<file path="src/rtl/neotang_clk_pkg.sv">
// Shared constants and types for the core-clock enable generator.
// Increments are 2^32 * f_out / 96 MHz.
package neotang_clk_pkg;

  localparam int unsigned CORE_CLK_HZ = 96_000_000;

  localparam logic [31:0] INC_AUDIO_24M576 = 32'h4189374C;
  localparam logic [31:0] INC_PIX_6M       = 32'h10000000;
  localparam logic [31:0] INC_CPU_12M      = 32'h20000000;

  typedef enum logic [1:0] {
    WAIT_LOCK,
    FILTER,
    RUN
  } lock_state_t;

endpackage

</file>
<file path="src/rtl/clken_lock_filter.sv">
// Synchronises the PLL lock indicator and requires LOCK_FILTER consecutive
// synchronised-high cycles before declaring the generator ready.
module clken_lock_filter
  import neotang_clk_pkg::*;
#(
  parameter int LOCK_FILTER = 1024
) (
  input  logic clkin,
  input  logic rst,
  input  logic pll_lock,
  output logic ready
);

  localparam int CNT_W = (LOCK_FILTER > 1) ? $clog2(LOCK_FILTER) : 1;
  localparam logic [CNT_W-1:0] CNT_LAST = CNT_W'(LOCK_FILTER - 1);

  logic             sync_p0;
  logic             lock_s;
  lock_state_t      state;
  lock_state_t      state_nxt;
  logic [CNT_W-1:0] cnt;
  logic [CNT_W-1:0] cnt_nxt;

  always_ff @(posedge clkin) begin
    if (rst) begin
      sync_p0 <= 1'b0;
      lock_s  <= 1'b0;
      state   <= WAIT_LOCK;
      cnt     <= '0;
      ready   <= 1'b0;
    end else begin
      sync_p0 <= pll_lock;
      lock_s  <= sync_p0;
      state   <= state_nxt;
      cnt     <= cnt_nxt;
      ready   <= (state_nxt == RUN);
    end
  end

  always_comb begin
    state_nxt = state;
    cnt_nxt   = cnt;
    case (state)
      WAIT_LOCK: begin
        cnt_nxt = '0;
        if (lock_s) state_nxt = FILTER;
      end
      FILTER: begin
        if (cnt == CNT_LAST) state_nxt = RUN;
        else                 cnt_nxt   = cnt + 1'b1;
      end
      RUN: ;
      default: state_nxt = WAIT_LOCK;
    endcase
    // Any loss of the synchronised lock restarts qualification from scratch.
    if (!lock_s) begin
      state_nxt = WAIT_LOCK;
      cnt_nxt   = '0;
    end
  end

endmodule

</file>
<file path="src/rtl/clken_gen.sv">
// Multi-channel fractional clock-enable generator: one phase-accumulator NCO
// per channel, gated by a qualified PLL lock and a run enable.
module clken_gen
  import neotang_clk_pkg::*;
#(
  parameter int NUM_CH      = 3,
  parameter int ACC_W       = 32,
  parameter int LOCK_FILTER = 1024,
  parameter logic [NUM_CH*ACC_W-1:0] INC_DEFAULT =
    {INC_CPU_12M, INC_PIX_6M, INC_AUDIO_24M576},
  localparam int CH_W = (NUM_CH > 1) ? $clog2(NUM_CH) : 1
) (
  input  logic              clkin,
  input  logic              rst,
  input  logic              pll_lock,
  input  logic              enable,
  input  logic              sync_pulse,
  input  logic              inc_wr,
  input  logic [CH_W-1:0]   inc_ch,
  input  logic [ACC_W-1:0]  inc_data,
  output logic [NUM_CH-1:0] ce,
  output logic              ready
);

  logic acc_run;

  function automatic logic [ACC_W:0] nco_add(input logic [ACC_W-1:0] acc,
                                             input logic [ACC_W-1:0] inc);
    return {1'b0, acc} + {1'b0, inc};
  endfunction

  clken_lock_filter #(
    .LOCK_FILTER(LOCK_FILTER)
  ) u_lock (
    .clkin   (clkin),
    .rst     (rst),
    .pll_lock(pll_lock),
    .ready   (ready)
  );

  assign acc_run = ready & enable;

  for (genvar g = 0; g < NUM_CH; g++) begin : g_ch
    logic [ACC_W-1:0] inc_q;
    logic [ACC_W-1:0] acc_p0;
    logic [ACC_W:0]   sum;
    logic             ce_p1;

    assign sum   = nco_add(acc_p0, inc_q);
    assign ce[g] = ce_p1;

    // Out-of-range channel indices never match any g, so they are ignored.
    always_ff @(posedge clkin) begin
      if (rst)                                 inc_q <= INC_DEFAULT[g*ACC_W +: ACC_W];
      else if (inc_wr && (int'(inc_ch) == g))  inc_q <= inc_data;
    end

    // --- stage p0 -> p1: accumulate, carry out becomes the enable pulse
    always_ff @(posedge clkin) begin
      if (rst || !acc_run || sync_pulse) begin
        acc_p0 <= '0;
        ce_p1  <= 1'b0;
      end else begin
        acc_p0 <= sum[ACC_W-1:0];
        ce_p1  <= sum[ACC_W];
      end
    end
  end

endmodule

</file>
<file path="config.mk">
export PLATFORM = sky130hd
export DESIGN_NAME = clken_gen
export DESIGN_NICKNAME = d
export VERILOG_FILES = /design/src/rtl/neotang_clk_pkg.sv /design/src/rtl/clken_lock_filter.sv /design/src/rtl/clken_gen.sv
export SDC_FILE = /design/constraint.sdc
export NUM_CORES = 1
export LEC_CHECK = 0
export BUFFER_PORTS_ARGS = -buffer_cell sky130_fd_sc_hd__buf_2
export CORE_ASPECT_RATIO = 1.75
export CORE_MARGIN = 3
export CORE_UTILIZATION = 35
export DETAILED_ROUTE_END_ITERATION = 10
export HOLD_SLACK_MARGIN = 0.02
export PLACE_DENSITY = 0.52
export SLEW_MARGIN = 0
export SYNTH_ARGS = -nofsm -noshare
export SYNTH_HDL_FRONTEND = slang
export SYNTH_SLANG_ARGS = --single-unit
</file>
<file path="constraint.sdc">
create_clock -name clkin -period 3.42 [get_ports clkin]
set_input_delay 0.342 -clock clkin [delete_from_list [all_inputs] [get_ports clkin]]
set_output_delay 0.342 -clock clkin [all_outputs]
set_load 0.02 [all_outputs]
</file>
# Yosys cells after proc, flatten, opt, wreduce, memory -nomap -nowiden
# Cells that the tools add are included.
# Widths: inputs -> output; s select.
# word_totals
regBits	210
input_bits	40
out_inout_bits	4
word_cells	43
# classes
n_addsub	4
n_eq_ne	7
muxes	5
n_bitwise	2
n_reduce_logical	11
# ops
op	n
$add 32x32->33	3
$pmux 10 s2	1
$add 10x1->10 const B	1
$eq 10x10->1 const B	1
$mux 10	1
$eq 2x2->1 const B	4
$pmux 2 s3	1
$logic_not 2->1	2
$mux 2	2
$logic_and 1x1->1	3
$eq 2x1->1 const B	1
$logic_or 1x1->1	2
$ne 2x2->1 const B	1
$reduce_and 2->1	1
$reduce_bool 2->1	1
$reduce_or 2->1	1
$and 1x1->1	1
$logic_not 1->1	1
$not 1->1	1

# Logic depth before layout (Yosys ltp)
# Gate-level depths: netlist (run 1).
# depth
depth_word	5
mapped_depth	11

# Hierarchy
# A second synthesis (run 1) with hierarchy kept.
# unflattened
hier_cells	1423
hier_area_um2	11574.9
# modules_own_cells
module	instances	cells_each	area_each_um2
clken_gen	1	1350	10911.7
clken_lock_filter	1	73	663.1

# Worst setup path after synthesis (run 1)
# No wires, ideal clock.
# synth_path
path_type	flip-flop to flip-flop
startpoint	reg g_ch[2].inc_q[0]
endpoint	reg g_ch[2].acc_p0[28]
t_arrival_ns	2.485
required_ns	3.292
slack_ns	0.808
stages_incl_launch_ff	12
path_buffers	0
synth_period_minus_slack_ns	2.612
cell_sequence	dfxtp_1 > ha_1 > fa_1 > a21o_1 > a221oi_2 > o211a_4 > o31ai_4 > a31oi_4 > o211ai_2 > a21oi_1 > xor2_1 > nor2_1
# synth_between
elab_chain_len	1
# synth_lines
item	line	source
start, declared	clken_gen.sv:44	logic [ACC_W-1:0] inc_q;
start signal, assigned	clken_gen.sv:54	if (rst) inc_q <= INC_DEFAULT[g*ACC_W +: ACC_W];
$add 32x32->33	clken_gen.sv:29	return {1'b0, acc} + {1'b0, inc};
end signal, assigned	clken_gen.sv:64	acc_p0 <= sum[ACC_W-1:0];
end, declared	clken_gen.sv:45	logic [ACC_W-1:0] acc_p0;
# No other way between the ends.
# A chain may end at the register's enable or synchronous reset.

# Worst setup path after layout (run 1)
# Same ends and word-level chain as after synthesis.

==> metrics.yaml, run 1 <==
clk_pin_slew_worst_paths_ps: 60
postCtsSetupRepairBufs: 0
async_flop_share: 0
cts_tree: "built"
routed_via_density: 5.21
yosys_register_bits: 210
synth_xor_area_frac: 0.0696
critical_path_class: "flop to flop"
drive_above_1_share: 0.0831
start_util: 0.358
setup_viol: 0
grt_max_degree: 55
grt_overflow: 0
clock_latency_ps: 530
grt_setup_unrepaired: "false"
end_kind: "flop"
synth.area.top_cells: "dfxtp_1, ha_1, nand2_1"
cts_resized: 0
critPathMaxFanout: 4
drc: 0
synthMuxAreaShare: 0.000903
core-area_um2: 30900
yosysSeqAreaShare: 0.379
hold_viol_final: 0
worst_ep_arrival_time_ps: 3240
synth-main-ff-cell: "dfxtp_1"
place_hpwl_um: 21000
grt_antenna_before_repair: 1
port_buffers: 43
mappedNetlistArea_um2: 11100
yosysTopAreaCell: "dfxtp_1"
ff_latch_area_um2: 4200
wl_per_cell_um: 16.1
slew_headroom: 0.518
first_iter_violations: 335
ant_nets: 0
p_int_uw: 4190
dp_cells: 1724
synthAdderAreaFrac: 0.115
nNetsFinal: 1498
p_clk_frac: 0.485
die_h_um: 241
fmax_mhz: 349
die-area_um2: 33900
leakagePower_uw: 0.00525
timing.final.crit_share: 0.837
grtUsageTotal: 0.165
io_pins: 44
r2r_setup_slack_ps: 560
comb_power_share: 0.053
seqPwrFrac: 0.462
cts_root_buf: "clkbuf_16"
period_minus_slack_ps: 2860
routed_wl_um: 28500
netlist_instances: 1340
maxCapViolations: 0
synth.distinct_cells: 65
htreeDepth: 1
required_ps: 3800
first_global_vias: 9035
synth_enable_flop_cells: 0
ctsHoldBuffers: 0
fin_setup_tns_ps: 0
synth_most_common_cell: "nand2_1"
numCtsBuffers: 23
final.fill_count: 3176
synth_common_cells: "nand2_1, dfxtp_1, a21oi_1"
place.gp.congestion: 0.833
yosysTopAreaCellShare: 0.379
cts_sinks: 210
power.density_nw_per_um2: 438
ir_worst_vdd_v: 0.000291
rows: 85
clk_path_buf_depth: 3
synth_top_family_by_area: "compound AO/OA/AOI/OAI gates"
syn_to_final_growth_pct: 12.3
synthSimpleGateAreaFrac: 0.198
synth-compound-area-share: 0.209
whs_ps: 68.0
min_path_type: "input port to flop"
start_kind: "flop"
grt_pass1_wl_um: 46000
synth_fp_nets: 1480
ys_warn_count: 0
power.share.switching: 0.231
syn_avg_cell_area_um2: 8.27
die_w_um: 141
final_cells: 1766
multiInputGateArea_um2: 6580
drv_slew: 0
max_slew.worst_pin.slew_ps: 723
num_vias: 9196
clock_skew_ps: 22.0
status: "complete, no violations"
first_pass_iters: 4
p_sw_uw: 1260
## power groups by stage
stage                     combinational, µW  sequential [µW]  clock [µW]
after global routing                    327             2520        2820
after CTS                               296             2520        2730
after global placement                  293             2570           0
after detailed placement                295             2570           0
after floorplan                         191             2560           0
final                                   291             2520        2640
## cells in the final DEF, fill, tap and decap left out, types with 20 or more instances in the layout
| master | netlist | routed |
|---|---|---|
| nand3_1 | 27 | 26 |
| xnor2_1 | 50 | 50 |
| clkbuf_16 | 0 | 23 |
| buf_2 | 3 | 42 |
| nand2_1 | 243 | 243 |
| ha_1 | 97 | 97 |
| a21oi_1 | 163 | 163 |
| xor2_1 | 38 | 38 |
| dfxtp_1 | 210 | 210 |
| inv_1 | 20 | 20 |
| nor2_1 | 130 | 130 |
| o21ai_0 | 43 | 43 |
| a21o_1 | 52 | 52 |
## critical path: stages (launching register included)
cell and delay [ps]:
dfxtp_1 310, ha_1 220, fa_1 410, a21o_1 220
a221oi_2 390, o211a_4 230, o31ai_4 100, a31oi_4 280
o211ai_2 160, a21oi_1 200, xor2_1 160, nor2_1 50
## per-layer routing
layer / routed length (µm) / part of all wire / GRT usage
met1: 11400 / 0.40 / 0.180
met2: 15200 / 0.53 / 0.326
met3: 1090 / 0.038 / 0.0229
met4: 735 / 0.026 / 0.0529
met5: 9 / 0.00032 / 0
## through the flow
stage               instance area, µm²  power [µW]  setup WS [ps]   util
global placement                 11600        2870            598  0.376
CTS                              12400        5540            553  0.402
floorplan                        11100        2750            808      -
detailed placement               11600        2870            581  0.376
finish                           12400        5450            558  0.402
global route                     12400        5660            291  0.402
## state kept, by name (all words and copies together), names as in the netlist
register / count
g_ch.acc_p0: 96
g_ch.ce_p1: 3
g_ch.inc_q: 96
u_lock.cnt: 10
u_lock.lock_s: 1
u_lock.ready: 1
u_lock.state: 2
u_lock.sync_p0: 1
## worst paths after layout
| check | startpoint | end | cells after the start |
|---|---|---|---|
| setup / recovery | g_ch[2].inc_q[0]$_SDFFE_PP0P_ | g_ch[2].acc_p0[28]$_SDFF_PP0_ | 11 |
| setup reg to reg | g_ch[2].inc_q[0]$_SDFFE_PP0P_ | g_ch[2].acc_p0[28]$_SDFF_PP0_ | 11 |
| hold / removal | pll_lock | u_lock.sync_p0$_SDFF_PP0_ | 2 |
| hold reg to reg | u_lock.sync_p0$_SDFF_PP0_ | u_lock.lock_s$_SDFF_PP0_ | 1 |
## logic make-up after synthesis
family	Yosys count
and+or+nand+nor	503
DFF	210
muxes	1
buffers and inverters	80
xor gates and xnor gates	88
AOI/OAI and AO/OA	358
adders and majority gates	100
## area by class of cell
| cell class | instances | area share |
|---|---|---|
| repair buffers | 53 | 0.0235 |
| diodes | 3 | 0.000603 |
| multi-input cells | 1050 | 0.529 |
| well taps | 391 | 0.0393 |
| clock inverters | 12 | 0.0140 |
| flip-flops and latches | 210 | 0.338 |
| inverters | 20 | 0.00603 |
| clock buffers | 27 | 0.0499 |
Power figures use the tool's default switching activity.
==> run 2, diff against run 1 <==
--- a/config.mk
+++ b/config.mk
@@ -11,7 +11,7 @@
 export CORE_UTILIZATION = 35
 export DETAILED_ROUTE_END_ITERATION = 10
 export HOLD_SLACK_MARGIN = 0.02
-export PLACE_DENSITY = 0.52
+export PLACE_DENSITY = 0.54
 export SLEW_MARGIN = 0
 export SYNTH_ARGS = -nofsm -noshare
 export SYNTH_HDL_FRONTEND = slang
==> constraint.sdc (replaced) <==
create_clock -name clkin -period 2.55 [get_ports clkin]
set_input_delay 0.255 -clock clkin [delete_from_list [all_inputs] [get_ports clkin]]
set_output_delay 0.255 -clock clkin [all_outputs]
set_load 0.02 [all_outputs]
==> metrics.yaml, run 2 (same netlist as run 1, synthesis figures left out) <==
final_common_cell: "nand2_1"
place_area_um2: 11900  # +2.4%
whs_ps: 35.6  # -32.3 ps
ant_nets: 0  # unchanged
top_regs: "g_ch.acc_p0 x96, g_ch.inc_q x96, u_lock.cnt x10"
htreeDepth: 1  # unchanged
grt_max_degree: 99  # +80%
clk_path_buf_depth: 3  # unchanged
fin_area_um2: 13000  # +4.7%
clk_pin_slew_worst_paths_ps: 60  # about the same
crit_start: "g_ch[2].inc_q[0]$_SDFFE_PP0P_"
routed_wl_um: 28600  # +0.49%
timing.final.crit_share: 0.999  # +0.162
max_slew.worst_pin.slew_ps: 708  # -14.6 ps
start_kind: "flop"
hold_depth: 3  # +1
path_cells: "ha_4 > fa_2 > a21o_1 > a221oi_4 > o211a_4 > o31ai_4 > a31oi_4 > o211ai_2 > a21oi_2 > xor2_1 > nor2_1"
rr_worst_depth: 11  # unchanged
grt_overflow: 0  # unchanged
first_iter_violations: 381  # +14%
first_pass_iters: 5  # +1
timing.rr.end: "g_ch[2].acc_p0[28]$_SDFF_PP0_"
maxCapViolations: 0  # unchanged
grt_setup_unrepaired: "true"
place.gp.congestion: 0.810  # -2.9%
drc: 0  # unchanged
critPathBufInv: 0  # unchanged
grt_antenna_before_repair: 1  # unchanged
die_w_um: 141  # unchanged
io_pins: 44  # unchanged
grt_pass1_wl_um: 46300  # +0.80%
syn_to_final_growth_pct: 17.6
clock_latency_ps: 520  # about the same
ir_worst_vdd_v: 0.000459  # +58%
drv_slew: 0  # unchanged
cpPeakStageDelay_ps: 350  # -60 ps
core-area_um2: 30900  # unchanged
routed_via_density: 5.17  # -0.75%
setup_viol: 0  # unchanged
cp_top_family: "compound AO/OA/AOI/OAI gates"
place_hpwl_um: 21000  # about the same
leakagePower_uw: 0.00551  # +4.9%
end_kind: "flop"
die-area_um2: 33900  # unchanged
endpoint: "g_ch[2].acc_p0[28]$_SDFF_PP0_"
clock_skew_ps: 15.3  # -6.69 ps
cts_root_buf: "clkbuf_16"
slew_headroom: 0.528  # +0.00973
cts_sinks: 210  # unchanged
period_minus_slack_ps: 2550  # -315 ps
cts_tree: "built"
drive_above_1_share: 0.130  # +0.0472
hold_viol_final: 0  # unchanged
first_global_vias: 9491  # +5.0%
final_cell_mix: "nand2_1, dfxtp_1, a21oi_1"
critPathMaxFanout: 4  # unchanged
path_depth: 11  # unchanged
required_ps: 2960  # -840 ps
wl_per_cell_um: 15.7  # -2.5%
rows: 85  # unchanged
status: "complete, no violations"
port_buffers: 43  # unchanged
r2r_setup_slack_ps: 3  # -560 ps
min_path_type: "input port to flop"
critical_path_class: "flop to flop"
numCtsBuffers: 22  # -4.3%
grtUsageTotal: 0.166  # +0.000804
num_vias: 9406  # +2.3%
power.density_nw_per_um2: 544  # +24%
start_util: 0.358  # unchanged
die_h_um: 241  # unchanged
worstReg2RegStart: "g_ch[2].inc_q[0]$_SDFFE_PP0P_"
worst_ep_arrival_time_ps: 2960  # -280 ps
crit_path_top_delay_cell: "fa_2"
nNetsFinal: 1553  # +3.7%
fmax_mhz: 393  # +12%
==> run 2: cell count changes in the layout (fill, tap and decap cells not counted), sizes merged <==
cell	change
buf	+44
dlygate4sd3	+12
clkbuf	+9
clkinvlp	-4
bufinv	-2
clkinv	-2
diode	-2
inv	-1
==> run 2: metal layers <==
layer | routed length [µm] | share of wire | global-route usage
met5 | 0 | 0 | 0
met2 | 15300 | 0.53 | 0.330
met3 | 1090 | 0.038 | 0.0223
met4 | 764 | 0.027 | 0.0555
met1 | 11500 | 0.40 | 0.178
==> run 2: what timing repair did <==
action,CTS,global route
hold buffers,12,0
pin swaps,18,21
endpoints found under the setup margin,18,41
gates resized for setup,11,34
buffers inserted,5,6
gates cloned,0,0
hold endpoints to repair,22,0
==> run 2: worst min-delay path by stage <==
stage,from,endpoint
floorplan,inc_data[30],g_ch[0].inc_q[30]$_SDFFE_PP1P_
global placement,u_lock.sync_p0$_SDFF_PP0_,u_lock.lock_s$_SDFF_PP0_
detailed placement,u_lock.sync_p0$_SDFF_PP0_,u_lock.lock_s$_SDFF_PP0_
CTS,inc_data[1],g_ch[0].inc_q[1]$_SDFFE_PP0P_
global route,inc_data[1],g_ch[2].inc_q[1]$_SDFFE_PP0P_
finish,inc_data[4],g_ch[2].inc_q[4]$_SDFFE_PP0P_
==> run 2: area by class of cell <==
class | instances | area (µm²)
Inverter | 20 | 75.1
Multi-Input combinational cell | 1050 | 6760
Fill cell | 3142 | 17900
Clock buffer | 36 | 664
Clock inverter | 3 | 65.1
Tap cell | 391 | 489
Timing Repair Buffer | 109 | 766
Antenna cell | 1 | 2.50
Sequential cell | 210 | 4210
==> run 2: power breakdown <==
| part | internal [µW] | switching [µW] | total, µW | leakage [µW] |
|---|---|---|---|---|
| registers | 3340 | 41.1 | 3380 | 0.00170 |
| logic | 158 | 259 | 417 | 0.00345 |
| clock network | 1970 | 1320 | 3300 | 0.000355 |
==> run 2: worst min-delay path: stages <==
cell     delay (ps)
buf_2           140
nand2_1          60
a21oi_1          50
==> run 2: through the flow <==
step / utilization / worst slack [ps] / power, µW / cells / setup TNS, ps
6_report: 0.421 / 2.70 / 7090 / 1820 / 0
3_3_place_gp: 0.385 / -134 / 3850 / 1757 / -683
2_1_floorplan: - / 10.3 / 3690 / 1340 / 0
4_1_cts: 0.415 / -15.0 / 7190 / 1813 / -18.1
3_5_place_dp: 0.385 / -161 / 3850 / 1757 / -1210
5_1_grt: 0.421 / -89.5 / 7360 / 1819 / -477
